==> config.mk <==
export PLATFORM = sky130hd
export DESIGN_NAME = multicycle_controller
export DESIGN_NICKNAME = d
export VERILOG_FILES = /design/src/rtl/riscv_mc_pkg.sv /design/src/rtl/alu_decoder.sv /design/src/rtl/multicycle_controller.sv
export SDC_FILE = /design/constraint.sdc
export NUM_CORES = 1
export LEC_CHECK = 0
export CAP_MARGIN = 0
export CORE_UTILIZATION = 30
export CTS_CLUSTER_DIAMETER = 50
export DETAILED_ROUTE_END_ITERATION = 8
export PLACE_DENSITY = 0.65
export SYNTH_ARGS = -nofsm -noshare
export SYNTH_HDL_FRONTEND = slang
export SYNTH_SLANG_ARGS = --single-unit
==> constraint.sdc <==
create_clock -name clk -period 1.68 [get_ports clk]
set_input_delay 0.336 -clock clk [delete_from_list [all_inputs] [get_ports clk]]
set_output_delay 0.336 -clock clk [all_outputs]
set_load 0.01 [all_outputs]
==> src/rtl/riscv_mc_pkg.sv <==
// rtl/riscv_mc_pkg.sv - shared states, opcodes and control codes for the multi-cycle core
package riscv_mc_pkg;

  typedef enum logic [3:0] {
    S_FETCH    = 4'd0,
    S_DECODE   = 4'd1,
    S_MEMADR   = 4'd2,
    S_MEMREAD  = 4'd3,
    S_MEMWB    = 4'd4,
    S_MEMWRITE = 4'd5,
    S_EXECUTER = 4'd6,
    S_EXECUTEI = 4'd7,
    S_ALUWB    = 4'd8,
    S_BRANCH   = 4'd9,
    S_JAL      = 4'd10
  } state_t;

  localparam logic [6:0] OP_LOAD   = 7'b0000011;
  localparam logic [6:0] OP_STORE  = 7'b0100011;
  localparam logic [6:0] OP_RTYPE  = 7'b0110011;
  localparam logic [6:0] OP_ITYPE  = 7'b0010011;
  localparam logic [6:0] OP_BRANCH = 7'b1100011;
  localparam logic [6:0] OP_JAL    = 7'b1101111;

  localparam logic [2:0] ALU_ADD = 3'b000;
  localparam logic [2:0] ALU_SUB = 3'b001;
  localparam logic [2:0] ALU_AND = 3'b010;
  localparam logic [2:0] ALU_OR  = 3'b011;
  localparam logic [2:0] ALU_SLT = 3'b101;

  localparam logic [1:0] ALUOP_ADD   = 2'b00;
  localparam logic [1:0] ALUOP_SUB   = 2'b01;
  localparam logic [1:0] ALUOP_FUNCT = 2'b10;

  localparam logic [1:0] IMM_I = 2'b00;
  localparam logic [1:0] IMM_S = 2'b01;
  localparam logic [1:0] IMM_B = 2'b10;
  localparam logic [1:0] IMM_J = 2'b11;

  function automatic logic [1:0] imm_src_of(input logic [6:0] op);
    case (op)
      OP_STORE:  return IMM_S;
      OP_BRANCH: return IMM_B;
      OP_JAL:    return IMM_J;
      default:   return IMM_I;
    endcase
  endfunction

endpackage

==> src/rtl/alu_decoder.sv <==
// rtl/alu_decoder.sv - maps alu_op and instruction function fields to alu_control
module alu_decoder
  import riscv_mc_pkg::*;
(
  input  logic [1:0] alu_op,
  input  logic [2:0] funct3,
  input  logic       op5,
  input  logic       funct7b5,
  output logic [2:0] alu_control
);

  always_comb begin
    alu_control = ALU_ADD;
    case (alu_op)
      ALUOP_SUB: alu_control = ALU_SUB;
      ALUOP_FUNCT: begin
        case (funct3)
          // funct7b5 only selects sub for register-register ops; addi reuses that bit as immediate
          3'b000:  alu_control = (op5 & funct7b5) ? ALU_SUB : ALU_ADD;
          3'b010:  alu_control = ALU_SLT;
          3'b110:  alu_control = ALU_OR;
          3'b111:  alu_control = ALU_AND;
          default: alu_control = ALU_ADD;
        endcase
      end
      default: alu_control = ALU_ADD;
    endcase
  end

endmodule

==> src/rtl/multicycle_controller.sv <==
// rtl/multicycle_controller.sv - multi-cycle sequencing FSM; MC_BNE_EN adds bne support
module multicycle_controller
  import riscv_mc_pkg::*;
(
  input  logic       clk,
  input  logic       reset,
  input  logic [6:0] op,
  input  logic [2:0] funct3,
  input  logic       funct7b5,
  input  logic       zero,
  input  logic       mem_ready,
  output logic       pc_write,
  output logic       adr_src,
  output logic       mem_write,
  output logic       ir_write,
  output logic [1:0] result_src,
  output logic [1:0] alu_src_a,
  output logic [1:0] alu_src_b,
  output logic [2:0] alu_control,
  output logic       reg_write,
  output logic [1:0] imm_src,
  output logic       illegal_instr
);

  state_t     state, next_state;
  logic [1:0] alu_op;

  always_ff @(posedge clk or posedge reset) begin
    if (reset) state <= S_FETCH;
    else       state <= next_state;
  end

  always_comb begin
    next_state    = state;
    pc_write      = 1'b0;
    adr_src       = 1'b0;
    mem_write     = 1'b0;
    ir_write      = 1'b0;
    result_src    = 2'b00;
    alu_src_a     = 2'b00;
    alu_src_b     = 2'b00;
    alu_op        = ALUOP_ADD;
    reg_write     = 1'b0;
    illegal_instr = 1'b0;
    case (state)
      S_FETCH: begin
        alu_src_b  = 2'b10;
        result_src = 2'b10;
        if (mem_ready) begin
          ir_write   = 1'b1;
          pc_write   = 1'b1;
          next_state = S_DECODE;
        end
      end
      S_DECODE: begin
        alu_src_a = 2'b01;
        alu_src_b = 2'b01;
        case (op)
          OP_LOAD, OP_STORE: next_state = S_MEMADR;
          OP_RTYPE:          next_state = S_EXECUTER;
          OP_ITYPE:          next_state = S_EXECUTEI;
          OP_BRANCH:         next_state = S_BRANCH;
          OP_JAL:            next_state = S_JAL;
          default: begin
            illegal_instr = 1'b1;
            next_state    = S_FETCH;
          end
        endcase
      end
      S_MEMADR: begin
        alu_src_a  = 2'b10;
        alu_src_b  = 2'b01;
        next_state = op[5] ? S_MEMWRITE : S_MEMREAD;
      end
      S_MEMREAD: begin
        adr_src = 1'b1;
        if (mem_ready) next_state = S_MEMWB;
      end
      S_MEMWB: begin
        result_src = 2'b01;
        reg_write  = 1'b1;
        next_state = S_FETCH;
      end
      S_MEMWRITE: begin
        adr_src   = 1'b1;
        mem_write = 1'b1;
        if (mem_ready) next_state = S_FETCH;
      end
      S_EXECUTER: begin
        alu_src_a  = 2'b10;
        alu_op     = ALUOP_FUNCT;
        next_state = S_ALUWB;
      end
      S_EXECUTEI: begin
        alu_src_a  = 2'b10;
        alu_src_b  = 2'b01;
        alu_op     = ALUOP_FUNCT;
        next_state = S_ALUWB;
      end
      S_ALUWB: begin
        reg_write  = 1'b1;
        next_state = S_FETCH;
      end
      S_BRANCH: begin
        alu_src_a = 2'b10;
        alu_op    = ALUOP_SUB;
        if (funct3 == 3'b000) pc_write = zero;
`ifdef MC_BNE_EN
        else if (funct3 == 3'b001) pc_write = ~zero;
`endif
        next_state = S_FETCH;
      end
      S_JAL: begin
        alu_src_a  = 2'b01;
        alu_src_b  = 2'b10;
        pc_write   = 1'b1;
        next_state = S_ALUWB;
      end
      default: next_state = S_FETCH;
    endcase
  end

  assign imm_src = imm_src_of(op);

  alu_decoder u_alu_decoder (
    .alu_op      (alu_op),
    .funct3      (funct3),
    .op5         (op[5]),
    .funct7b5    (funct7b5),
    .alu_control (alu_control)
  );

endmodule

==> flow_summary.yaml <==
grt:
  track_usage: 0.222
  grt_pass1_vias: 967
  antenna_found_initial: 0
  grt_max_degree: 19
  grt_pass1_wl_um: 4320
  gr-total-overflow: 0
final_layout:
  antenna_cells: 0
  fin_cells: 188
  final_util: 0.742
  largest_reg_flops: 4
  top_regs: "state x4"
  areaGrowthSynthToFinish_pct: 122
  drive_gt1_frac: 0.602
  nNetsFinal: 179
  regMostFlops: "state"
  nFillCells: 168
cts:
  cts_root_buf: "clkbuf_4"
  clk_pin_slew_ps: 40
  insertion_delay_ps: 240
  cts_sinks: 4
  clockBufferDepth: 2
  cts_tree: "built"
  htreeDepth: 1
  holdBufCountCts: 0
  cts_buffers: 3
placement:
  dp_slack_ps: -706
  placed_cells: 173
  io_buffers: 31
  hpwlAfterDp_um: 1790
  gp_congestion: 0.738
routing:
  drt-pass1-iter-count: 4
  detail-route-antenna-nets: 0
  wl_um: 2580
  detail_route.iter0.violations: 11
  drt_drc_violations_left: 0
  wl_per_cell_um: 13.7
  route.detailed.vias_per_inst: 5.21
  via_count: 979
setup_path:
  crit_type: "register to output port"
  critPathMaxFanout: 7
  cp.arrival_ps: 1590
  worstReg2RegStart: "state[2]$_DFFE_PP0P_"
  crit_required_ps: 1340
  end_kind: "output port"
  crit_start: "state[1]$_DFFE_PP0P_"
  reg2regPathDepth: 6
  start_kind: "register"
die:
  die-area_um2: 2470
  io_pins: 32
  start_util: 0.335
  num_rows: 16
  die_w_um: 49.7
  core_area_um2: 2040
  die_h_um: 49.7
power:
  irDropWorstVdd_mv: 0.639
  power.leakage_nw: 0.705
  cellPowerDensity_nw_per_um2: 474
  total_power_w: 0.000718
synthesis:
  post_synth_instance_area_um2: 683
  synth_compound_area_frac: 0.212
  synth-xor-area-share: 0.0256
  synth_top_area_share: 0.147
  synth.ff_latch_count: 4
  synthTopCellsByArea: "dfrtp_1 15%, nand2b_1 5.5%, a21oi_1 4.4%, nor3b_1 4.4%, inv_1 3.8%"
  ys_async_sr_fraction: 1.00
  synth-simple-area-share: 0.485
  synth-edff-count: 0
  synth_top_family_by_area: "simple AND/OR/NAND/NOR gates"
  seq_area_frac_synth: 0.147
  ys_types: 46
  synthAdderAreaFrac: 0.0366
  yosys_warnings: 0
  netlist.top_cell.by_area: "dfrtp_1"
  synth-main-ff-cell: "dfrtp_1"
  muxShareOfSynthArea: 0.0147
  synth.avg_cell_area_um2: 7.43
  syn_inst: 92
  synthesis.nets: 109
timing:
  max_freq_mhz: 519
  setup_viol: 13
  hold_violations: 0
  period_share: 1.15
  fin_skew_ps: 3.99
  fin_ws_ps: -248
  worst_hold_slack_ps: 298
  period_minus_slack_ps: 1930
  rsz0062_at_grt: "yes"
  slew_violations: 0
  worstMarginPinSlew_ps: 274
  slew_headroom: 0.815
flow_run:
  drv_cap: 0
run_status:
  status: "complete, but fails checks"
  violations: "setup timing"
min_path:
  hold_path_class: "primary input to asynchronous set/reset pin"
==> report_power, final <==
group	internal, W	switching [W]	total, W	leakage (nW)
combinational	0.000250	0.000223	0.000474	0.638
clock	0.0000894	0.0000433	0.000133	0.0150
sequential	0.000105	0.00000688	0.000112	0.0524
total	0.000445	0.000274	0.000718	0.705
==> cell type report <==
class / instances / area, µm² / area share
clock buffers: 4 / 26.3 / 0.0173
inverters: 8 / 32.5 / 0.0215
multi-input cells: 75 / 733 / 0.484
flip-flops and latches: 4 / 101 / 0.0669
well taps: 27 / 33.8 / 0.0223
repair buffers: 70 / 588 / 0.388
==> metal layers <==
| metal | vias up | track usage | part of all wire |
|---|---|---|---|
| li1 | 482 | - | - |
| met1 | 468 | 0.252 | 0.43 |
| met2 | 27 | 0.417 | 0.53 |
| met3 | 2 | 0.0494 | 0.037 |
| met4 | 0 | 0.0429 | 0.0062 |
| met5 | - | 0 | 0 |
==> critical path, stage by stage (launching register included) <==
cell      delay (ps)
dfrtp_2          410
buf_12           140
nor4b_1          310
nand4b_1         190
a21oi_2          160
buf_2            140
==> through the flow <==
step / TNS [ps] / cell area, µm²
finish: -1830 / 1520
CTS: -1560 / 1340
global placement: -5980 / 1270
floorplan: -67.8 / 734
global route: -2850 / 1520
detailed placement: -6560 / 1270
==> cell usage in the layout, fill, tap and decap left out, drive strengths merged, types with 2 or more instances in the layout <==
master / n
a21o: 3
a21oi: 6
and2: 2
and3b: 2
buf: 56
clkbuf: 6
clkdlybuf4s50: 6
dfrtp: 4
dlygate4sd2: 6
ha: 2
inv: 8
nand2: 5
nand2b: 6
nand3: 3
nor2: 2
nor2b: 3
nor3: 3
nor3b: 4
nor4: 2
nor4b: 2
o21ai: 5
or2: 2
or3b: 2
==> final timing paths <==
path                                   endpoint  slack, ps
setup / recovery                       pc_write       -250
hold / removal             state[3]$_DFFE_PP0P_        300
setup reg to reg           state[3]$_DFFE_PP0P_        -90
hold reg to reg            state[3]$_DFFE_PP0P_        750
max in group asynchronous  state[1]$_DFFE_PP0P_       1210
min in group clk           state[2]$_DFFE_PP0P_        720
==> logic make-up after synthesis <==
family	after synthesis
simple gates	48
compound gates	22
buf+inv	13
flops	4
xor+xnor	2
fa+ha+maj	2
mux	1
==> what timing repair did <==
action,CTS,global route
setup endpoints to repair,18,19
buffers inserted,4,7
pin swaps,11,14
gates resized for setup,99,29
endpoints found under the hold margin,0,0
==> cell usage after synthesis (3+ instances only) <==
library cell,number
a21o_1,3
nor3b_1,4
buf_2,4
nand2b_1,6
a21oi_1,6
nor2b_1,3
nor3_1,3
o21ai_1,3
dfrtp_1,4
nand3_1,3
inv_1,7
nand2_1,5
(Power assumes the default switching activity.)
